**config.mk**
```make
export PLATFORM = sky130hd
export DESIGN_NAME = pipe_hazard_unit
export DESIGN_NICKNAME = d
export VERILOG_FILES = /design/src/rtl/pipe_hazard_unit.sv
export SDC_FILE = /design/constraint.sdc
export NUM_CORES = 1
export LEC_CHECK = 0
export CORE_ASPECT_RATIO = 0.9
export CORE_UTILIZATION = 52
export DETAILED_ROUTE_END_ITERATION = 10
export GPL_ROUTABILITY_DRIVEN = 0
export PLACE_DENSITY = 0.8
export RECOVER_POWER = 100
export SETUP_SLACK_MARGIN = 0.05
export SLEW_MARGIN = 10
export SYNTH_ARGS = -nofsm -noshare
export SYNTH_HDL_FRONTEND = slang
export SYNTH_SLANG_ARGS = --single-unit
export TNS_END_PERCENT = 20
```
**constraint.sdc**
```tcl
create_clock -name clk -period 10.1 [get_ports clk]
set_clock_uncertainty 0.05 [all_clocks]
set_input_delay 3.03 -clock clk [delete_from_list [all_inputs] [get_ports clk]]
set_output_delay 3.03 -clock clk [all_outputs]
set_load 0.02 [all_outputs]
```
**src/rtl/pipe_hazard_unit.sv**
```systemverilog
// Hazard and forwarding controller for the 5-stage pipeline.
// A shadow pipeline of destination-register tags (EX plus FWD_STAGES later
// stages) drives the forwarding selects, load-use stalls, redirect flushes
// and memory-wait freezes. It also keeps saturating hazard event counters.
// FWD_STAGES must be at least LOAD_LAT+1 so a load always reaches a forwarding stage.
module pipe_hazard_unit #(
  parameter int REG_ADDR_W = 5,
  parameter int FWD_STAGES = 3,
  parameter int LOAD_LAT   = 1,
  parameter int CNT_W      = 32,
  localparam int SEL_W     = $clog2(FWD_STAGES + 1)
) (
  input  logic                  clk,
  input  logic                  reset,
  input  logic                  id_valid,
  input  logic [REG_ADDR_W-1:0] id_rs,
  input  logic [REG_ADDR_W-1:0] id_rt,
  input  logic                  id_rs_used,
  input  logic                  id_rt_used,
  input  logic                  id_wr_en,
  input  logic [REG_ADDR_W-1:0] id_wr_reg,
  input  logic                  id_is_load,
  input  logic                  ex_redirect,
  input  logic                  mem_ready,
  output logic                  pc_we,
  output logic                  ifid_we,
  output logic                  ifid_flush,
  output logic                  idex_bubble,
  output logic                  freeze,
  output logic [SEL_W-1:0]      fwd_sel_a,
  output logic [SEL_W-1:0]      fwd_sel_b,
  output logic [CNT_W-1:0]      stall_cnt,
  output logic [CNT_W-1:0]      flush_cnt,
  output logic [CNT_W-1:0]      freeze_cnt
);

  typedef enum logic [1:0] {M_NORMAL, M_HAZARD, M_REDIRECT, M_FREEZE} mode_t;

  // Destination tags for every tracked stage; index 0 is EX.
  logic                  r_v   [0:FWD_STAGES];
  logic                  r_wr  [0:FWD_STAGES];
  logic [REG_ADDR_W-1:0] r_reg [0:FWD_STAGES];
  logic                  r_ld  [0:FWD_STAGES];
  // Source fields are only ever consulted in EX, so only stage 0 keeps them.
  logic [REG_ADDR_W-1:0] r_ex_rs;
  logic [REG_ADDR_W-1:0] r_ex_rt;
  logic                  r_ex_rs_u;
  logic                  r_ex_rt_u;

  logic [CNT_W-1:0]      r_stall_cnt;
  logic [CNT_W-1:0]      r_flush_cnt;
  logic [CNT_W-1:0]      r_freeze_cnt;

  logic                  w_ld_hit;
  logic                  w_hazard;
  logic [SEL_W-1:0]      w_sel_a;
  logic [SEL_W-1:0]      w_sel_b;
  mode_t                 w_mode;
  logic                  w_take;

  function automatic logic [CNT_W-1:0] sat_inc(input logic [CNT_W-1:0] c);
    return (&c) ? c : c + 1'b1;
  endfunction

  // Register 0 is hard-wired zero and never produces a forwarding match.
  function automatic logic match(input logic v, input logic wr,
                                 input logic [REG_ADDR_W-1:0] rd,
                                 input logic [REG_ADDR_W-1:0] src);
    return v & wr & (rd == src) & (|src);
  endfunction

  // Load-use detection: the ID reader depends on a load too young to forward.
  always_comb begin
    w_ld_hit = 1'b0;
    for (int i = 0; i < LOAD_LAT; i++) begin
      if (r_ld[i] &&
          ((id_rs_used && match(r_v[i], r_wr[i], r_reg[i], id_rs)) ||
           (id_rt_used && match(r_v[i], r_wr[i], r_reg[i], id_rt))))
        w_ld_hit = 1'b1;
    end
    w_hazard = id_valid & w_ld_hit;
  end

  // Forwarding select: youngest matching writer wins; an unready load blocks older ones.
  always_comb begin
    logic found_a;
    logic found_b;
    found_a = 1'b0;
    found_b = 1'b0;
    w_sel_a = '0;
    w_sel_b = '0;
    for (int i = 1; i <= FWD_STAGES; i++) begin
      if (!found_a && r_ex_rs_u && match(r_v[i], r_wr[i], r_reg[i], r_ex_rs)) begin
        found_a = 1'b1;
        w_sel_a = (r_ld[i] && (i < LOAD_LAT + 1)) ? '0 : SEL_W'(i);
      end
      if (!found_b && r_ex_rt_u && match(r_v[i], r_wr[i], r_reg[i], r_ex_rt)) begin
        found_b = 1'b1;
        w_sel_b = (r_ld[i] && (i < LOAD_LAT + 1)) ? '0 : SEL_W'(i);
      end
    end
  end

  // Cycle mode by priority: memory wait, then redirect, then load-use stall.
  always_comb begin
    w_mode = M_NORMAL;
    if (!mem_ready)
      w_mode = M_FREEZE;
    else if (ex_redirect)
      w_mode = M_REDIRECT;
    else if (w_hazard)
      w_mode = M_HAZARD;
  end

  // Pipeline control outputs; reset forces a flushed, non-advancing front end.
  always_comb begin
    pc_we       = 1'b1;
    ifid_we     = 1'b1;
    ifid_flush  = 1'b0;
    idex_bubble = 1'b0;
    freeze      = 1'b0;
    case (w_mode)
      M_FREEZE: begin
        pc_we   = 1'b0;
        ifid_we = 1'b0;
        freeze  = 1'b1;
      end
      M_REDIRECT: begin
        ifid_flush  = 1'b1;
        idex_bubble = 1'b1;
      end
      M_HAZARD: begin
        pc_we       = 1'b0;
        ifid_we     = 1'b0;
        idex_bubble = 1'b1;
      end
      default: ;
    endcase
    fwd_sel_a = w_sel_a;
    fwd_sel_b = w_sel_b;
    if (reset) begin
      pc_we       = 1'b0;
      ifid_we     = 1'b0;
      ifid_flush  = 1'b1;
      idex_bubble = 1'b1;
      freeze      = 1'b0;
      fwd_sel_a   = '0;
      fwd_sel_b   = '0;
    end
  end

  // The ID instruction enters EX only on a normal cycle (never as a bubble).
  assign w_take = id_valid & (w_mode == M_NORMAL);

  // Shadow pipeline: shift one stage per unfrozen edge, oldest entry drops off.
  always_ff @(posedge clk or posedge reset) begin
    if (reset) begin
      for (int i = 0; i <= FWD_STAGES; i++) begin
        r_v[i]   <= 1'b0;
        r_wr[i]  <= 1'b0;
        r_reg[i] <= '0;
        r_ld[i]  <= 1'b0;
      end
      r_ex_rs   <= '0;
      r_ex_rt   <= '0;
      r_ex_rs_u <= 1'b0;
      r_ex_rt_u <= 1'b0;
    end else if (w_mode != M_FREEZE) begin
      for (int i = FWD_STAGES; i > 0; i--) begin
        r_v[i]   <= r_v[i-1];
        r_wr[i]  <= r_wr[i-1];
        r_reg[i] <= r_reg[i-1];
        r_ld[i]  <= r_ld[i-1];
      end
      r_v[0]    <= w_take;
      r_wr[0]   <= w_take & id_wr_en;
      r_reg[0]  <= w_take ? id_wr_reg : '0;
      r_ld[0]   <= w_take & id_is_load;
      r_ex_rs   <= w_take ? id_rs : '0;
      r_ex_rt   <= w_take ? id_rt : '0;
      r_ex_rs_u <= w_take & id_rs_used;
      r_ex_rt_u <= w_take & id_rt_used;
    end
  end

  // Event counters, one increment per cycle of the matching mode, saturating.
  always_ff @(posedge clk or posedge reset) begin
    if (reset) begin
      r_stall_cnt  <= '0;
      r_flush_cnt  <= '0;
      r_freeze_cnt <= '0;
    end else begin
      case (w_mode)
        M_FREEZE:   r_freeze_cnt <= sat_inc(r_freeze_cnt);
        M_REDIRECT: r_flush_cnt  <= sat_inc(r_flush_cnt);
        M_HAZARD:   r_stall_cnt  <= sat_inc(r_stall_cnt);
        default: ;
      endcase
    end
  end

  assign stall_cnt  = r_stall_cnt;
  assign flush_cnt  = r_flush_cnt;
  assign freeze_cnt = r_freeze_cnt;

endmodule

```
==> results of run 1 <==
[metal layers]
metal	vias to the layer above	part of all wire (%)	track usage, %
li1	2433	-	-
met2	151	47	39.2
met4	0	1.6	8.20
met1	2617	44	31.8
met3	36	7.0	9.80
met5	-	0	0
[kinds of logic (layout without fill, tap and decap cells)]
logic type / Yosys count / in the layout / synth area share, %
compound gates: 40 / 40 / 5.10
mux: 25 / 25 / 4.19
xor+xnor: 127 / 127 / 16.6
flops: 138 / 138 / 51.4
simple gates: 249 / 249 / 20.1
buf+inv: 34 / 178 / 2.07
fa+ha+maj: 3 / 3 / 0.559
[metrics by stage]
step	setup slack (ns)	hold WS, ns
finish	0.862	0.437
global route	0.644	0.463
CTS	1.44	0.446
detailed placement	1.48	0.434
global placement	1.56	0.423
floorplan	0.168	0.429
[worst register-to-register path, delay by kind of cell, from the launching register on]
| kind | cells | cell delay [ns] |
|---|---|---|
| flops | 1 | 0.43 |
| simple gates | 5 | 2.15 |
| mux | 1 | 0.33 |
[power by group through the flow]
stage	combinational, mW	clock, mW	sequential [mW]
after floorplan	0.0934	0	0.672
after global placement	0.201	0	0.653
after detailed placement	0.206	0	0.655
after CTS	0.207	0.590	0.647
after global routing	0.211	0.618	0.653
final	0.195	0.581	0.647
[how the worst max path moves through the flow]
stage	from	to	slack [ns]	cells after the start
finish	mem_ready	idex_bubble	0.86	9
global route	mem_ready	idex_bubble	0.64	9
detailed placement	mem_ready	idex_bubble	1.48	9
floorplan	reset	fwd_sel_a[1]	0.17	3
global placement	mem_ready	idex_bubble	1.56	9
CTS	mem_ready	idex_bubble	1.44	9
[placed cells by master, fill, tap and decap left out, types with 21 or more instances in the layout]
cell type	count
dlygate4sd3_1	107
nand4_1	40
nand2_1	54
xor2_1	54
dfrtp_1	138
mux2_2	25
clkdlybuf4s50_1	21
nand3_1	26
xnor2_1	73
nor2_1	40
nor3_1	30
[layout make-up]
cell class / count / area share [%]
Sequential cell: 138 / 40.0
Tap cell: 164 / 2.38
Clock buffer: 27 / 5.94
Clock inverter: 2 / 0.406
Timing Repair Buffer: 133 / 15.1
Multi-Input combinational cell: 444 / 35.5
Inverter: 16 / 0.710
==> flow_summary.toml, run 1 <==
[yosys]
yosys-top-cells-area = "dfrtp_1 (51%), xnor2_1 (9.5%), xor2_1 (7.0%)"
yosys.cell_types.count = 55
ys_ff_latch = 138
avgSynthCellArea_um2 = 10.9
synth_top_area_share_pct = 51.4
yosys_warnings = 0
yosysMostFrequentCell = "dfrtp_1"
yosysTopAreaCell = "dfrtp_1"
synthCells = 616
synth_ff_type = "dfrtp_1"
synth_nets = 643
synth-edff-count = 0
async_flop_share_pct = 100
synthTopCellsByCount = "dfrtp_1 (138), xnor2_1 (73), nand2_1 (54), xor2_1 (54)"
yosysSeqAreaShare_pct = 51.4
syn_area_um2 = 6720

[final_layout]
fillers = 964
register_area_um2 = 3450
finalNonFillerCells = 924
multi_input_area_um2 = 3070
drive_above_1_share_pct = 7.89
final_nets = 777
antenna_cells = 0
final_core_util_pct = 68.4
design_area_um2 = 8640
syn_to_final_growth_pct = 28.6

[pwr]
swShare_pct = 26.0
power_mw = 1.42
pwr-share-comb_pct = 13.7
switchingPower_uw = 370
seqPwrFrac_pct = 45.5
pwr-share-clk_pct = 40.8
p_leak_nw = 4.06
ir_worst_vdd_mv = 0.172
intPower_mw = 1.05
powerDensity_nw_per_um2 = 165

[detailed_routing]
drc = 0
routed_wl_mm = 15.7
first_iter_violations = 320
vias = 5237
wire_per_inst_um = 17.0
ant_nets = 0
dr.pass1.iters = 4
vias_per_cell = 5.67

[cts]
ctsLongestPathBuffers = 2
cts.repair.resized = 0
h-tree-depth = 4
ctsHoldBuffers = 0
cts_tree = "yes"
clock_latency_ns = 0.42
clk_pin_slew_ns = 0.05
clkSinkCount = 138
cts-root-buf = "clkbuf_16"
postCtsSetupBuffers = 0
numCtsBuffers = 17

[timing]
max-slew-margin-rel_pct = -86.4
finalHoldViolCount = 0
fmax_mhz = 108
tightest_slew_ns = 2.80
fin_crit_ns = 9.24
final_max_slew_viol_count = 162
tns_ns = 0
rsz0062_at_grt = "false"
post-route-period-util_pct = 91.5
finalSetupViolCount = 0

[place]
dp_cells = 895
dpl_cell_area_um2 = 8170
port_buffers = 128
dp_hpwl_mm = 11.2

[hold_path]
min-delay-start = "flush_cnt[14]$_DFFE_PP0P_"
hold_path_class = "register to register"
whs_endpoint = "flush_cnt[14]$_DFFE_PP0P_"
min_path_cells = 1

[outcome]
violations = "max-capacitance violations, max-slew violations"
outcome = "finished with violations"

[critical_path]
max_stage_delay_ns = 0.82
crit_buf_inv = 5
critPathMaxFanout = 23
ff2ff_path_depth = 6
worstSetupPathType = "input pin to primary output"
timing.rr.start = "stall_cnt[11]$_DFFE_PP0P_"
critPathLaunchType = "input pin"
cp-end-kind = "primary output"
cp_cell_sequence = "dlygate4sd3_1, inv_1, clkbuf_1, nor3b_1, nor2b_1, a32oi_2, buf_4, nand3_1, dlygate4sd3_1"
critPathArrivalTime_ns = 6.16
reg2reg_slack_ns = 7.04
cp_top_family = "buffers and inverters"
cpMaxStageDelayCell = "clkbuf_1"
r2r-end = "stall_cnt[1]$_DFFE_PP0P_"
crit_required_ns = 7.02
crit_top_cell = "dlygate4sd3_1"

[die]
num_io_pins = 129
core_um2 = 12600
die_h_um = 110
die-width_um = 122
die_area_um2 = 13400
core.rowCount = 39
start_util_pct = 53.2

[global_route]
antenna_found_initial = 0
grt_usage_pct = 25.0
grt_pass1_vias = 5179
grt_max_degree = 79
grt_pass1_wl_mm = 25.7
gr-total-overflow = 0

[flow_run]
maxCapViolCount = 3
No activity file was read; power rests on OpenSTA's default activity.
==> run 2: changes to the inputs <==
--- a/config.mk
+++ b/config.mk
@@ -7,6 +7,7 @@
 export LEC_CHECK = 0
 export CORE_ASPECT_RATIO = 0.9
 export CORE_UTILIZATION = 52
+export CTS_CLUSTER_DIAMETER = 150
 export DETAILED_ROUTE_END_ITERATION = 10
 export GPL_ROUTABILITY_DRIVEN = 0
 export PLACE_DENSITY = 0.8
==> results of run 2 <==
Final layout, timing and power as in run 1 (identical DEF).
